`src/rtl/alu_seq.sv`:
```
// alu_seq -- sequential signed integer ALU for the calculator controller.
//
// Add and subtract finish in one cycle. Multiply is a shift-add over W
// cycles and divide is a restoring divider over W cycles plus a sign-fix
// cycle, so the block needs no wide combinational multiplier or divider.
//
// Optional feature macro: ALU_DIV_EN
//   defined   : divider datapath plus the DIV and FIX states are built.
//   undefined : every divide command ends immediately with al_C=0, al_err=1.
//
// Ports:
//   Clock     in   system clock, rising edge
//   Reset     in   synchronous, active-low reset
//   al_A      in   W   operand A (dividend / minuend), signed
//   al_B      in   W   operand B (divisor / subtrahend), signed
//   al_cmd    in   AC_N operation select (AC_AD, AC_SB, AC_MU, AC_DI)
//   al_start  in   request, sampled only while idle
//   al_busy   out  high in every state except IDLE
//   al_done   out  one-cycle pulse, al_C / al_err valid from this cycle
//   al_C      out  W   result register, held until the next al_done
//   al_err    out  error flag of the last operation
//   al_state  out  3   current FSM state (debug observation)
//
// Handshake: a request is taken when al_start=1 at a rising edge while
// al_busy=0. al_busy then stays high through the al_done cycle; al_start
// is ignored during that whole window and nothing is queued. Operands are
// latched at the accepting edge, later input changes have no effect.

`ifndef CD_N
  `define CD_N 16
`endif
`ifndef AC_N
  `define AC_N 2
`endif
`ifndef AC_AD
  `define AC_AD 2'd0
`endif
`ifndef AC_SB
  `define AC_SB 2'd1
`endif
`ifndef AC_MU
  `define AC_MU 2'd2
`endif
`ifndef AC_DI
  `define AC_DI 2'd3
`endif

module alu_seq #(
  parameter int W = `CD_N
) (
  input  logic             Clock,
  input  logic             Reset,
  input  logic [W-1:0]     al_A,
  input  logic [W-1:0]     al_B,
  input  logic [`AC_N-1:0] al_cmd,
  input  logic             al_start,
  output logic             al_busy,
  output logic             al_done,
  output logic [W-1:0]     al_C,
  output logic             al_err,
  output logic [2:0]       al_state
);

  localparam int CW = (W > 1) ? $clog2(W) : 1;
  localparam logic [CW-1:0] CNT_MAX = CW'(W - 1);

  typedef enum logic [2:0] {
    S_IDLE = 3'd0,
    S_MUL  = 3'd1,
    S_DIV  = 3'd2,
    S_FIX  = 3'd3,
    S_DONE = 3'd4
  } state_t;

  state_t        state_q;
  logic [W-1:0]  c_q;
  logic          err_q;
  logic          busy_q;
  logic          done_q;
  logic [CW-1:0] cnt_q;

  // Multiplier: multiplicand shifts left, multiplier shifts right, the
  // accumulator keeps only the low W bits, which is the signed product
  // mod 2^W regardless of operand signs.
  logic [W-1:0]  mcand_q;
  logic [W-1:0]  mplier_q;
  logic [W-1:0]  acc_q;
  logic [W-1:0]  acc_d;

  always_comb begin
    acc_d = acc_q + (mplier_q[0] ? mcand_q : '0);
  end

`ifdef ALU_DIV_EN
  // Restoring divider on magnitudes. quo_q starts as |A| and its top bit
  // is shifted into the remainder each cycle while quotient bits enter at
  // the bottom. |B| <= 2^(W-1) keeps the shifted remainder within W bits.
  logic [W-1:0]  rem_q;
  logic [W-1:0]  quo_q;
  logic [W-1:0]  dvs_q;
  logic          qneg_q;
  logic [W-1:0]  rem_sh;
  logic          rem_ge;
  logic [W-1:0]  rem_d;
  logic [W-1:0]  quo_d;
  logic [W-1:0]  abs_a;
  logic [W-1:0]  abs_b;

  always_comb begin
    rem_sh = {rem_q[W-2:0], quo_q[W-1]};
    rem_ge = (rem_sh >= dvs_q);
    rem_d  = rem_ge ? (rem_sh - dvs_q) : rem_sh;
    quo_d  = {quo_q[W-2:0], rem_ge};
    // -(-2^(W-1)) wraps to 2^(W-1), which is the correct unsigned magnitude.
    abs_a  = al_A[W-1] ? (-al_A) : al_A;
    abs_b  = al_B[W-1] ? (-al_B) : al_B;
  end
`endif

  always_ff @(posedge Clock) begin
    if (!Reset) begin
      state_q  <= S_IDLE;
      c_q      <= '0;
      err_q    <= 1'b0;
      busy_q   <= 1'b0;
      done_q   <= 1'b0;
      cnt_q    <= '0;
      mcand_q  <= '0;
      mplier_q <= '0;
      acc_q    <= '0;
`ifdef ALU_DIV_EN
      rem_q    <= '0;
      quo_q    <= '0;
      dvs_q    <= '0;
      qneg_q   <= 1'b0;
`endif
    end else begin
      case (state_q)
        S_IDLE: begin
          if (al_start) begin
            busy_q <= 1'b1;
            case (al_cmd)
              `AC_AD: begin
                c_q     <= al_A + al_B;
                err_q   <= 1'b0;
                done_q  <= 1'b1;
                state_q <= S_DONE;
              end
              `AC_SB: begin
                c_q     <= al_A - al_B;
                err_q   <= 1'b0;
                done_q  <= 1'b1;
                state_q <= S_DONE;
              end
              `AC_MU: begin
                mcand_q  <= al_A;
                mplier_q <= al_B;
                acc_q    <= '0;
                cnt_q    <= CNT_MAX;
                state_q  <= S_MUL;
              end
`ifdef ALU_DIV_EN
              `AC_DI: begin
                if (al_B == '0) begin
                  c_q     <= '0;
                  err_q   <= 1'b1;
                  done_q  <= 1'b1;
                  state_q <= S_DONE;
                end else begin
                  rem_q   <= '0;
                  quo_q   <= abs_a;
                  dvs_q   <= abs_b;
                  qneg_q  <= al_A[W-1] ^ al_B[W-1];
                  cnt_q   <= CNT_MAX;
                  state_q <= S_DIV;
                end
              end
`endif
              default: begin
                // Divide without the divider built, or an unknown command.
                c_q     <= '0;
                err_q   <= 1'b1;
                done_q  <= 1'b1;
                state_q <= S_DONE;
              end
            endcase
          end
        end

        S_MUL: begin
          acc_q    <= acc_d;
          mcand_q  <= mcand_q << 1;
          mplier_q <= mplier_q >> 1;
          cnt_q    <= cnt_q - CW'(1);
          if (cnt_q == '0) begin
            c_q     <= acc_d;
            err_q   <= 1'b0;
            done_q  <= 1'b1;
            state_q <= S_DONE;
          end
        end

`ifdef ALU_DIV_EN
        S_DIV: begin
          rem_q <= rem_d;
          quo_q <= quo_d;
          cnt_q <= cnt_q - CW'(1);
          if (cnt_q == '0) begin
            state_q <= S_FIX;
          end
        end

        S_FIX: begin
          // Negating the magnitude quotient gives truncation toward zero.
          c_q     <= qneg_q ? (-quo_q) : quo_q;
          err_q   <= 1'b0;
          done_q  <= 1'b1;
          state_q <= S_DONE;
        end
`endif

        S_DONE: begin
          done_q  <= 1'b0;
          busy_q  <= 1'b0;
          state_q <= S_IDLE;
        end

        default: begin
          done_q  <= 1'b0;
          busy_q  <= 1'b0;
          state_q <= S_IDLE;
        end
      endcase
    end
  end

  assign al_busy  = busy_q;
  assign al_done  = done_q;
  assign al_C     = c_q;
  assign al_err   = err_q;
  assign al_state = state_q;

endmodule

```
`config.mk`:
```
export PLATFORM = sky130hd
export DESIGN_NAME = alu_seq
export DESIGN_NICKNAME = d
export VERILOG_FILES = /design/src/rtl/alu_seq.sv
export SDC_FILE = /design/constraint.sdc
export NUM_CORES = 1
export LEC_CHECK = 0
export ABC_AREA = 1
export CELL_PAD_IN_SITES_DETAIL_PLACEMENT = 0
export CELL_PAD_IN_SITES_GLOBAL_PLACEMENT = 1
export CORE_UTILIZATION = 40
export CTS_CLUSTER_SIZE = 20
export DETAILED_ROUTE_END_ITERATION = 8
export PLACE_DENSITY_LB_ADDON = 0.1
export SKIP_LAST_GASP = 1
export SLEW_MARGIN = 5
export SYNTH_ARGS = -nofsm -noshare
export SYNTH_HDL_FRONTEND = slang
export SYNTH_SLANG_ARGS = --single-unit
export TNS_END_PERCENT = 100
```
`constraint.sdc`:
```
create_clock -name Clock -period 3.6 [get_ports Clock]
set_input_delay 0.9 -clock Clock [delete_from_list [all_inputs] [get_ports Clock]]
set_output_delay 0.9 -clock Clock [all_outputs]
set_load 0.02 [all_outputs]
```
After elaboration in Yosys (flattened, before gate mapping)
Index checks and enable logic that the tools add are counted.
{"block": "op_classes", "add_sub_neg": 4, "eq_ne": 7, "n_mux": 31, "bitwise": 1, "reduce_logical": 10}
{"cell": "16-bit two-way mux", "n": 9}
{"cell": "16-bit one-hot mux with 2 select lines", "n": 4}
{"cell": "16-bit one-hot mux with 3 select lines", "n": 1}
{"cell": "16-bit adder", "n": 2}
{"cell": "16-bit subtractor", "n": 1}
{"cell": "3-bit two-way mux", "n": 3}
{"cell": "4-bit two-way mux", "n": 2}
{"cell": "1-bit one-hot mux with 2 select lines", "n": 4}
{"cell": "4-bit one-hot mux with 2 select lines", "n": 1}
{"cell": "1-bit two-way mux", "n": 6}
{"cell": "2-bit != test (second input constant)", "n": 3}
{"cell": "3-bit one-hot mux with 2 select lines", "n": 1}
{"cell": "3-bit AND reduction", "n": 2}
{"cell": "4-bit logical NOT", "n": 1}
{"cell": "2-bit AND reduction", "n": 2}
{"cell": "4-bit AND reduction", "n": 1}
{"cell": "4-bit by 1-bit subtractor with 4-bit output (second input constant)", "n": 1}
{"cell": "3-bit by 1-bit equality test with 1-bit output (second input constant)", "n": 1}
{"cell": "3-bit logical NOT", "n": 1}
{"cell": "2-bit by 1-bit equality test with 1-bit output (second input constant)", "n": 1}
{"cell": "2-bit equality test (second input constant)", "n": 1}
{"cell": "2-bit logical NOT", "n": 1}
{"cell": "2-bit by 1-bit != test with 1-bit output (second input constant)", "n": 1}
{"cell": "2-bit nonzero test", "n": 1}
{"cell": "other kinds (2)", "n": 2}
{"block": "totals", "reg_bits": 74, "inputBits": 37, "output_inout_bits": 22, "word_cells": 62}

Depth between registers and ports, before layout
{"block": "logic_depth", "word_depth": 5, "mapped_depth": 20, "ltp_nobuf": 20}

Worst setup path before layout
No wires, ideal clock.
{"block": "synth_timing", "path_kind": "input to register", "startpoint": "in al_B[0]", "endpoint": "reg c_q[14] (netlist: al_C[14])", "setup_ps": 109, "t_arrival_ps": 2860, "t_required_ps": 3491, "setup_slack_ps": 631, "cell_stages": 20, "n_path_buf": 0, "cell_sequence": "inv_1 > ha_1 > nand2_1 > nor2_1 > nand4_1 > o21ai_0 > xnor2_1 > inv_1 > ha_1 > nand2_1 > nor3_1 > inv_1 > nor2_1 > nand2_1 > nand2_1 > nand2_1 > nand3_1 > nand3_1 > nand2_1 > inv_1"}
{"block": "synth_between", "elab_chain_cells": 4, "elab_cells_between_ends": 5, "cone_classes": "add/sub: 2; mux: 3"}
{"element": "start: declaration", "line_no": "54", "text": "input logic [W-1:0] al_B,"}
{"element": "16-bit subtractor or 16-bit adder (tied branches)", "line_no": "150, 144"}
{"element": "16-bit one-hot mux with 3 select lines *", "line_no": "142", "text": "case (al_cmd)"}
{"element": "16-bit two-way mux *", "line_no": "140", "text": "if (al_start) begin"}
{"element": "16-bit one-hot mux with 2 select lines *", "line_no": "138", "text": "case (state_q)"}
{"element": "end signal: assignment", "line_no": "144", "text": "c_q <= al_A + al_B;"}
{"element": "end signal: assignment", "line_no": "150", "text": "c_q <= al_A - al_B;"}
{"element": "end: declaration", "line_no": "76", "text": "logic [W-1:0] c_q;"}
Every way passes the cells marked *; elsewhere a longest branch is shown, timed or not. The select of a mux whose other input is x is not followed.
A chain may end at the register's enable or synchronous reset.

Worst setup path in the final report
{"block": "layout_timing", "startpoint": "in al_B[1]", "endpoint": "reg c_q[15] (netlist: al_C[15])"}
The elaborated chain is that of the path after synthesis.

==> metrics list <==
* Status: complete, no violations
* Gp weighted congestion: 0.9282
- Pre-CTS setup slack: -0.1965 ns
* Synth-to-Final Area Change: 24.62%
* Instance count of the mapped netlist: 835
- Critical Path Start Type: input pin
- Setup repair after global routing missed its margin: yes
- Max frequency: 296.3 MHz
- Synthesized net count: 906
- Summing internal, switching and leakage power gives 2.923 mW.
- Number of search-and-repair iterations in the first detailed-routing pass: 5
* DRC Markers: 0
- In the post-synthesis netlist, the cell with the most instances is nand2_1.
- Clk buf depth: 2
- For the worst flop-to-flop path, the logic depth is 13.
* CTS root buf: clkbuf_16
- Dividing total power by cell area gives a power density of 454.8 mW/mm^2.
* Pins over their slew limit: 0
- Yosys mapped the design onto 33 distinct sky130hd cell types.
* Async S/R FF share, synth: 0%
- At the end of the flow, the number of nets in the layout was 982.
- In this run the cell area of the synthesized design comes to 0.005157 mm^2.
- Counting tap cells, the placed design contains a total of 1,072 instances.
- Post-Layout Inst Area: 0.006427 mm^2
- Top cell type's share of synthesized area: 28.34%
- Worst hold path class: reg -> reg
- Number of storage elements in the synthesis netlist: 73
* Max_cap viols: 0
- Worst-Margin Slew: 0.6079 ns
* Number of cells traversed by the worst hold path: 2
- Leading post-synthesis cells by cell area: dfxtp_1, nand2_1, inv_1
- Initial cell density of the core: 40.87%
* Total Wirelength: 15.53 mm
- Drt initial violations: 378
* HP Start: al_err$_SDFFE_PN0P_
- STA puts the critical path data arrival time at 3.61 ns.
* Post-CTS Hold Buffers: 0
- Averaged over all synthesized cells, the footprint is 6.177 um^2.
- The most critical setup path has its startpoint at al_B[1].
- The clock drives 73 sinks.
- Min setup slack post-route: 0.2249 ns
- Crit Reg-Reg Startpoint: mplier_q[0]$_SDFFE_PN0P_
- Maximum number of pins on one net before global-route repair: 61
- After clock tree synthesis, the clock-pin slew on the worst setup and hold paths is 0.06 ns.
* Number of antenna repair diodes: 0
* Share of post-route cells with drive strength above 1: 8.843%
- TritonCTS clock tree: built
- Number of synthesized flops with an enable pin: 0
- Placed cell area: 0.006102 mm^2
- Count of final hold-check violations: 0
- Cell type with the largest total area after synthesis: dfxtp_1
- IR analysis of the VDD net gives a maximum drop of 0.0002292 V.
* Die span in x: 115.6 um
- Buffers placed on the I/O ports in this run total 57.
* Number of clock buffers inserted by TritonCTS: 9
* Number of H-tree branching levels: 3
* Worst EP required: 3.83 ns
* Crit-path max FO: 4
- Setup violations, final: 0
- Final worst-path cycle share: 93.75%
- Seq/Total Area, Yosys: 28.34%
* Number of global-route vias before repair: 4,975
* Die Y-Extent: 115.6 um
- Max-Slew Margin vs Limit: 59.42%
* ANT nets after route: 0
- The floorplan has 41 rows.
- Global routing used 24.42% of the available tracks.
- STA classifies the critical path endpoint as a register.
- Dividing the detail-routed wire length by the instance count gives 14.27 um.
* Cell Count, Final, Fillers Out: 1,088
- Overflow after GRT: 0
* Static leakage power: 3.315 nW
- Detail Placement HPWL: 11.84 mm
- Predominant post-synthesis flop cell: dfxtp_1
- The initial antenna violation count was 0.
* Post-route setup TNS: 0 ns
- Synth cell count leaders: nand2_1, inv_1, dfxtp_1, nand3_1, a21oi_1
- Via count normalized by instance count: 4.961
- Final min period: 3.375 ns
- Total I/O pin count: 59
- Across the routed clock network, the largest skew measured is 0.005948 ns.
- The die covers 0.01335 mm^2.
- The worst setup path is of the in -> reg kind.
* Std-Cell Core Area: 0.01262 mm^2
* Warnings, synthesis: 0
- Wire length of the first global-routing pass: 25.01 mm
- For the worst-skew pair, the clock arrives at the later sink with an insertion delay of 0.34 ns.
- Across all layers, the routed design uses 5,398 vias.
-- worst paths after layout --
kind	endpoint	slack, ns
min reg2reg	al_err$_SDFFE_PN0P_	0.47
max reg2reg	al_C[8]$_SDFFE_PN0P_	1.11
min	al_err$_SDFFE_PN0P_	0.47
max	al_C[15]$_SDFFE_PN0P_	0.22
-- sequential cells by signal, summed over array words and instances (netlist names) --
register	cells
al_busy	1
al_C	16
acc_q	16
mcand_q	16
mplier_q	16
cnt_q	4
al_state	2
al_err	1
al_done	1
-- timing repair --
action | in CTS | in global routing
setup buffers | 0 | 0
gates resized for setup | 0 | 7
endpoints found under the setup margin | 0 | 4
-- metal layers --
metal,part of all wire [%],global-route usage [%]
met1,51,34.10
met5,0,0
met2,46,39.04
met4,1.2,5.974
met3,2.6,4.079
-- power breakdown --
part           internal, mW  leakage [nW]  switching, mW
sequential            0.925         0.599         0.0866
combinational         0.398          2.57          0.580
clock                 0.543         0.146          0.390
total                  1.87          3.32           1.06
-- cell type report --
class	count	area, um^2
Sequential cell	73	1461
Multi-Input combinational cell	614	3141
Clock inverter	7	77.57
Tap cell	172	215.2
Timing Repair Buffer	94	860.8
Clock buffer	9	225.2
Fill cell	1400	6192
Inverter	119	446.7
-- metrics by stage --
step           utilization [%]  hold WS [ns]
6_report                 50.93        0.4719
5_1_grt                  50.93        0.4932
3_3_place_gp             48.35        0.4543
2_1_floorplan                -        0.4444
3_5_place_dp             48.35        0.4607
4_1_cts                  50.75        0.4704
-- critical path, cell delays in order --
cell	delay, ns
clkdlybuf4s50_1	0.45
inv_1	0.09
ha_1	0.17
nand2_1	0.11
nor2_2	0.12
nand4_1	0.19
o31ai_2	0.26
xor2_1	0.19
ha_1	0.30
nand2_1	0.10
nand2_1	0.07
nand2_1	0.06
nand2_1	0.06
a21oi_1	0.13
nand2_1	0.09
o21bai_1	0.15
nor2_1	0.06
nor2_1	0.08
nor2_1	0.04
-- cells by family (layout without fill, tap and decap cells) --
kind of cell	count (synthesis)	after routing	share of synthesized area [%]
AOI/OAI and AO/OA	143	143	15.33
xor gates and xnor gates	19	19	3.227
adders and majority gates	34	34	8.539
buffers and inverters	148	229	11.21
DFF	73	73	28.34
other	1	1	0.07271
and+or+nand+nor	417	417	33.28
-- cells in the final DEF (no fill, tap or decap), drive strengths merged, types with 30 or more instances in the layout --
cell,instances
a21oi,48
a31oi,30
buf,37
clkdlybuf4s50,57
dfxtp,73
ha,32
inv,121
nand2,289
nand3,56
nor2,51
o21ai,52
Power figures use the tool's default switching activity.
